$ cat src/rtl/loader_defs.sv
// Shared definitions for the RAM preload/dump engine: state encoding,
// operation modes and default geometry.
package loader_defs;

    localparam int DEF_ADDR_WIDTH = 9;
    localparam int DEF_BYTE_W     = 8;
    localparam int DEF_WORD_BYTES = 4;

    localparam logic MODE_LOAD = 1'b0;
    localparam logic MODE_DUMP = 1'b1;

    typedef enum logic [2:0] {
        ST_IDLE     = 3'd0,
        ST_LOAD     = 3'd1,
        ST_RD_ISSUE = 3'd2,
        ST_RD_CAPT  = 3'd3,
        ST_OUT      = 3'd4,
        ST_DONE     = 3'd5
    } state_t;

endpackage

$ cat src/rtl/word_packer.sv
// Byte-to-word shift register for the dump path: the first byte shifted in
// ends up in the most significant byte once WORD_BYTES bytes are gathered.
module word_packer #(
    parameter int BYTE_W     = 8,
    parameter int WORD_BYTES = 4,
    parameter int CNT_W      = $clog2(WORD_BYTES + 1)
) (
    input  logic                         clk,
    input  logic                         rst_n,
    input  logic                         clr,
    input  logic                         shift_en,
    input  logic [BYTE_W-1:0]            byte_in,
    output logic [BYTE_W*WORD_BYTES-1:0] word,
    output logic [CNT_W-1:0]             count,
    output logic                         full
);

    logic [BYTE_W-1:0] byte_reg [WORD_BYTES];
    logic [CNT_W-1:0]  cnt_reg;

    always_ff @(posedge clk or negedge rst_n) begin
        if (!rst_n) begin
            for (int i = 0; i < WORD_BYTES; i++) begin
                byte_reg[i] <= '0;
            end
        end else if (shift_en) begin
            byte_reg[0] <= byte_in;
            for (int i = 1; i < WORD_BYTES; i++) begin
                byte_reg[i] <= byte_reg[i-1];
            end
        end
    end

    always_ff @(posedge clk or negedge rst_n) begin
        if (!rst_n) begin
            cnt_reg <= '0;
        end else if (clr) begin
            cnt_reg <= '0;
        end else if (shift_en) begin
            cnt_reg <= cnt_reg + CNT_W'(1);
        end
    end

    genvar gi;
    generate
        for (gi = 0; gi < WORD_BYTES; gi++) begin : g_word
            assign word[gi*BYTE_W +: BYTE_W] = byte_reg[gi];
        end
    endgenerate

    assign count = cnt_reg;
    assign full  = (cnt_reg == CNT_W'(WORD_BYTES));

endmodule

$ cat src/rtl/ram_loader.sv
// RAM preload (byte stream -> RAM) and dump (RAM -> big-endian words) engine.
// Keeps the CPU held in reset until a load has completed.
module ram_loader
    import loader_defs::*;
#(
    parameter int ADDR_WIDTH = DEF_ADDR_WIDTH,
    parameter int BYTE_W     = DEF_BYTE_W,
    parameter int WORD_BYTES = DEF_WORD_BYTES,
    parameter int BASE_ADDR  = 0
) (
    input  logic                         main_clk,
    input  logic                         reset,
    input  logic                         start,
    input  logic                         mode,
    input  logic [ADDR_WIDTH:0]          length,
    input  logic                         in_valid,
    output logic                         in_ready,
    input  logic [BYTE_W-1:0]            in_data,
    output logic                         mem_we,
    output logic                         mem_re,
    output logic [ADDR_WIDTH-1:0]        mem_addr,
    output logic [BYTE_W-1:0]            mem_wdata,
    input  logic [BYTE_W-1:0]            mem_rdata,
    output logic                         out_valid,
    input  logic                         out_ready,
    output logic [BYTE_W*WORD_BYTES-1:0] out_data,
    output logic [ADDR_WIDTH-1:0]        out_addr,
    output logic                         busy,
    output logic                         done,
    output logic                         cpu_hold,
    output logic [BYTE_W-1:0]            checksum,
    output logic                         len_err
);

    localparam int DEPTH    = 2 ** ADDR_WIDTH;
    localparam int LEN_W    = ADDR_WIDTH + 1;
    localparam int WORD_W   = BYTE_W * WORD_BYTES;
    localparam int PK_CNT_W = $clog2(WORD_BYTES + 1);

    localparam logic [LEN_W-1:0]      DEPTH_L = LEN_W'(DEPTH);
    localparam logic [ADDR_WIDTH-1:0] BASE_L  = ADDR_WIDTH'(BASE_ADDR % DEPTH);

    state_t            state_reg, state_next;
    logic              mode_reg;
    logic [LEN_W-1:0]  len_reg;
    logic [LEN_W-1:0]  cnt_reg;
    logic [BYTE_W-1:0] checksum_reg;
    logic              len_err_reg;
    logic              cpu_hold_reg;
    logic              hold_prev_reg;

    logic [LEN_W-1:0]      eff_len;
    logic [LEN_W-1:0]      dump_len;
    logic [ADDR_WIDTH-1:0] cur_addr;
    logic                  start_take;

    logic                pk_clr;
    logic                pk_shift;
    logic [WORD_W-1:0]   pk_word;
    logic [PK_CNT_W-1:0] pk_count;
    logic                pk_full;

    // Oversized requests are clamped; a dump only moves whole words.
    assign eff_len    = (length > DEPTH_L) ? DEPTH_L : length;
    assign dump_len   = LEN_W'((32'(eff_len) / WORD_BYTES) * WORD_BYTES);
    assign cur_addr   = BASE_L + cnt_reg[ADDR_WIDTH-1:0];
    assign start_take = (state_reg == ST_IDLE) && start;

    word_packer #(
        .BYTE_W    (BYTE_W),
        .WORD_BYTES(WORD_BYTES),
        .CNT_W     (PK_CNT_W)
    ) u_packer (
        .clk     (main_clk),
        .rst_n   (reset),
        .clr     (pk_clr),
        .shift_en(pk_shift),
        .byte_in (mem_rdata),
        .word    (pk_word),
        .count   (pk_count),
        .full    (pk_full)
    );

    always_ff @(posedge main_clk or negedge reset) begin
        if (!reset) begin
            state_reg <= ST_IDLE;
        end else begin
            state_reg <= state_next;
        end
    end

    always_comb begin
        state_next = state_reg;
        in_ready   = 1'b0;
        mem_we     = 1'b0;
        mem_re     = 1'b0;
        mem_addr   = '0;
        mem_wdata  = '0;
        out_valid  = 1'b0;
        out_data   = '0;
        out_addr   = '0;
        done       = 1'b0;
        pk_clr     = 1'b0;
        pk_shift   = 1'b0;
        case (state_reg)
            ST_IDLE: begin
                if (start) begin
                    pk_clr = 1'b1;
                    if (mode == MODE_DUMP) begin
                        state_next = (dump_len == '0) ? ST_DONE : ST_RD_ISSUE;
                    end else begin
                        state_next = (eff_len == '0) ? ST_DONE : ST_LOAD;
                    end
                end
            end
            ST_LOAD: begin
                in_ready = 1'b1;
                if (in_valid) begin
                    mem_we    = 1'b1;
                    mem_addr  = cur_addr;
                    mem_wdata = in_data;
                    if ((cnt_reg + LEN_W'(1)) == len_reg) begin
                        state_next = ST_DONE;
                    end
                end
            end
            ST_RD_ISSUE: begin
                mem_re     = 1'b1;
                mem_addr   = cur_addr;
                state_next = ST_RD_CAPT;
            end
            ST_RD_CAPT: begin
                pk_shift   = 1'b1;
                state_next = (pk_count == PK_CNT_W'(WORD_BYTES - 1)) ? ST_OUT : ST_RD_ISSUE;
            end
            ST_OUT: begin
                // cnt_reg already points past the word, so step back to its first byte
                out_valid = pk_full;
                out_data  = pk_word;
                out_addr  = cur_addr - ADDR_WIDTH'(WORD_BYTES);
                if (out_ready) begin
                    pk_clr     = 1'b1;
                    state_next = (cnt_reg == len_reg) ? ST_DONE : ST_RD_ISSUE;
                end
            end
            ST_DONE: begin
                done       = 1'b1;
                state_next = ST_IDLE;
            end
            default: begin
                state_next = ST_IDLE;
            end
        endcase
    end

    always_ff @(posedge main_clk or negedge reset) begin
        if (!reset) begin
            mode_reg      <= MODE_LOAD;
            len_reg       <= '0;
            cnt_reg       <= '0;
            checksum_reg  <= '0;
            len_err_reg   <= 1'b0;
            cpu_hold_reg  <= 1'b1;
            hold_prev_reg <= 1'b1;
        end else begin
            if (start_take) begin
                mode_reg      <= mode;
                len_reg       <= (mode == MODE_DUMP) ? dump_len : eff_len;
                cnt_reg       <= '0;
                checksum_reg  <= '0;
                len_err_reg   <= (length > DEPTH_L);
                cpu_hold_reg  <= 1'b1;
                hold_prev_reg <= cpu_hold_reg;
            end
            if (mem_we) begin
                cnt_reg      <= cnt_reg + LEN_W'(1);
                checksum_reg <= checksum_reg + in_data;
            end
            if (pk_shift) begin
                cnt_reg      <= cnt_reg + LEN_W'(1);
                checksum_reg <= checksum_reg + mem_rdata;
            end
            // A dump leaves the hold exactly as it was before its start
            if (state_reg == ST_DONE) begin
                cpu_hold_reg <= (mode_reg == MODE_LOAD) ? 1'b0 : hold_prev_reg;
            end
        end
    end

    assign busy     = (state_reg != ST_IDLE);
    assign cpu_hold = cpu_hold_reg;
    assign checksum = checksum_reg;
    assign len_err  = len_err_reg;

endmodule
$ cat config.mk
export PLATFORM = sky130hd
export DESIGN_NAME = ram_loader
export DESIGN_NICKNAME = d
export VERILOG_FILES = /design/src/rtl/loader_defs.sv /design/src/rtl/word_packer.sv /design/src/rtl/ram_loader.sv
export SDC_FILE = /design/constraint.sdc
export NUM_CORES = 1
export LEC_CHECK = 0
export BUFFER_PORTS_ARGS = -buffer_cell sky130_fd_sc_hd__buf_2
export CAP_MARGIN = 20
export CORE_MARGIN = 2
export CORE_UTILIZATION = 60
export CTS_BUF_LIST = sky130_fd_sc_hd__clkbuf_4 sky130_fd_sc_hd__clkbuf_8
export DETAILED_ROUTE_END_ITERATION = 10
export HOLD_SLACK_MARGIN = 0.03
export PLACE_DENSITY_LB_ADDON = 0.25
export SETUP_SLACK_MARGIN = 0.3
export SYNTH_ARGS = -nofsm -noshare
export SYNTH_HDL_FRONTEND = slang
export SYNTH_SLANG_ARGS = --single-unit
$ cat constraint.sdc
create_clock -name main_clk -period 6 [get_ports main_clk]
set_input_delay 0.9 -clock main_clk [delete_from_list [all_inputs] [get_ports main_clk]]
set_output_delay 0.9 -clock main_clk [all_outputs]
set_load 0.005 [all_outputs]
==> results.yml <==
outcome:
  status: "complete, no violations"
routing:
  ant_nets: 0
  via_count: 3979
  drc: 0
  drt_iter0_markers: 157
  drt-vias-per-instance: 5.43
  post_drt_wl_per_cell_um: 14.2
  wl_um: 10400
  drt_first_pass_iters: 5
power_and_ir_drop:
  p_comb_share_pct: 46.1
  switchingPower_w: 0.00104
  ir_drop_mv: 0.234
  switching_share_pct: 43.1
  finalPower_w: 0.00242
  p_seq_share_pct: 35.8
  power_frac_clock_pct: 18.1
  leakage_nw: 2.84
  power_density_nw_per_um2: 465
  p_int_w: 0.00138
global_route:
  grt_pass1_vias: 3814
  antenna_found_initial: 0
  track_usage_pct: 26.5
  grt_max_degree: 71
  grt_use_met2_pct: 41.6
  grt_pass1_wl_um: 17600
  globalRouteMet1Util_pct: 38.3
  grt_util_met3_pct: 4.44
  grt.busiest_layer: "met2"
  overflow: 0
setup_path:
  cpPeakStageDelay_ns: 0.55
  critical_path.max_fanout: 11
  crit_arrival_ns: 2.54
  crit_type: "flop to output pin"
  worst_ep_required_time_ns: 5.10
  end_kind: "output pin"
  cp_cell_sequence: "nand2b_1 -> nor2_1 -> and2_1 -> nor2_1 -> nor2b_1 -> buf_2"
  critPathSlowestCell: "dfrtp_1"
  worstSetupStartpointType: "flop"
  crit_top_cell: "nor2_1"
timing:
  finClkSkew_ns: 0.0106
  fmax_mhz: 291
  grt_setup_unrepaired: "false"
  fin_crit_sh_pct: 57.3
  fin_tns_setup_ns: 0
  setup_viol: 0
  timing.final.max_slew_violations: 0
  relSlewSlack_pct: 40.7
  worstMarginPinSlew_ns: 0.890
  hold_violations: 0
  period_needed_ns: 3.44
  finalWorstSetupSlack_ns: 2.56
die:
  die_h_um: 90.2
  num_io_pins: 106
  core-area_um2: 7210
  start_util_pct: 61.8
  die_area_um2: 8140
  rows: 31
  dieWidth_um: 90.2
synthesis:
  synth_nets: 592
  synth_edf_count: 0
  synth_top_area_share_pct: 38.2
  synth_top_family_by_area: "simple AND/OR/NAND/NOR gates"
  synth_xor_area_share_pct: 6.88
  ys_ff_latch: 70
  synthMuxAreaShare_pct: 0.898
  yosys.area.top_type: "dfrtp_1"
  syn_area_um2: 4460
  synth-compound-area-share_pct: 9.96
  yosys.area_share.simple_pct: 31.4
  synth_fa_ha_area_share_pct: 6.51
  synth.distinct_cells: 55
  synthTopCellsByArea: "dfrtp_1 38%, nand2_1 12%, ha_1 5.6%"
  synth_commonest_cells: "138 x nand2_1, 68 x dfrtp_1, 44 x nor2_1, 38 x and2_1, 25 x o21ai_0"
  synth_warnings: 0
  synth_area_per_cell_um2: 8.29
  yosys_most_used_dff: "dfrtp_1"
  ys_seq_area_share_pct: 39.3
  yosysMostFrequentCell: "nand2_1"
  async_flop_share_pct: 100
  syn_inst: 538
finish:
  diodes: 0
  area_delta_synth_final_pct: 16.7
  largest_register_ffs: 32
  layout-drive-gt1-share_pct: 21.5
  fin_nets: 683
cts:
  cts_resized: 0
  cts_root_buf: "clkbuf_8"
  cts_tree: "done"
  cts_buffers: 9
  cts_htree_levels: 3
  holdBufCountCts: 0
  clk_latency_ns: 0.35
  post-cts-setup-buffer-count: 0
  clock-sinks: 70
  path_clk_slew_ns: 0.08
  clk_path_buf_depth: 2
placement:
  gp_congestion: 0.869
  port_buffers: 105
  hpwl_um: 7340
  dp_slack_ns: 2.91
job:
  timing.max_cap.violations: 0
hold_path:
  min_path_type: "flop to flop"
placed cells by master (no fill, tap or decap), types with 2 or more instances in the layout:
master     Yosys  layout
o21ai_1        3       3
nand2_1      138     138
o21ai_0       25      25
nand3_1       15      15
or2b_1         2       2
inv_6          0       4
ha_1          20      20
a221oi_1       3       3
inv_1         12      12
xnor2_1       16      16
o21bai_1       2       2
and3_1        12      12
and2_1        38      38
nor2_1        44      44
fa_1           2       2
bufinv_16      0       2
dfrtp_1       68      68
a22oi_1        3       3
xor2_1        19      19
a21o_1         3       3
nor3_4         1       2
nor2b_1        9       9
nand2b_1       8       8
clkbuf_8       1       9
nor3b_1        2       2
nor4_1         3       3
nor3_1         8       8
buf_4          2       3
a21oi_1       19      19
dfstp_2        2       2
mux2i_1        4       4
buf_2          9     105
nand4_1        7       7
routing by layer:
layer  part of all wire [%]  wire (µm)
met5                      0          0
met4                   0.99        103
met3                    5.6        587
met2                     46       4830
met1                     47       4880
area by class of cell:
type,count,area [µm²]
Clock inverter,7,100
Clock buffer,9,124
Sequential cell,70,1750
Fill cell,604,2010
Inverter,13,48.8
Multi-Input combinational cell,426,2490
Timing Repair Buffer,109,563
Tap cell,99,124
logic make-up (layout without fill, tap and decap cells):
group,after synthesis,count (layout)
and+or+nand+nor,295,295
AOI/OAI and AO/OA,70,70
DFF,70,70
buffers and inverters,42,138
xor gates and xnor gates,35,35
adders and majority gates,22,22
muxes,4,4
power groups by stage:
stage | registers [W] | logic [W] | clock network [W]
floorplan | 0.000807 | 0.000870 | 0
global placement | 0.000862 | 0.00107 | 0
detailed placement | 0.000871 | 0.00110 | 0
CTS | 0.000861 | 0.00112 | 0.000445
global route | 0.000893 | 0.00127 | 0.000467
finish | 0.000866 | 0.00112 | 0.000438
critical path, delay by kind of cell, from the launching register on:
kind,cells,cell delay (ns)
buffers and inverters,1,0.13
flip-flops,1,0.55
AND/OR/NAND/NOR,5,1.50
path summary, 6_finish.rpt:
check	cells past startpoint	from	slack, ns	endpoint
worst min-delay path	2	hold_prev_reg	0.47	hold_prev_reg
worst min register to register	2	hold_prev_reg	0.47	hold_prev_reg
max in group asynchronous	2	reset	4.66	cnt_reg[6]
worst max-delay path	6	state_reg[0]	2.56	mem_addr[1]
worst max register to register	6	state_reg[0]	3.73	checksum[0]
min in group asynchronous	2	reset	0.74	len_err
per-stage QoR:
stage / area [µm²] / instances / util [%] / hold WS, ns
detailed placement: 4960 / 716 / 68.8 / 0.454
global placement: 4960 / 716 / 68.8 / 0.448
finish: 5200 / 733 / 72.1 / 0.466
floorplan: 4460 / 538 / - / 0.437
CTS: 5190 / 732 / 71.9 / 0.468
global route: 5200 / 733 / 72.1 / 0.485
No activity file was read; power rests on OpenSTA's default activity.
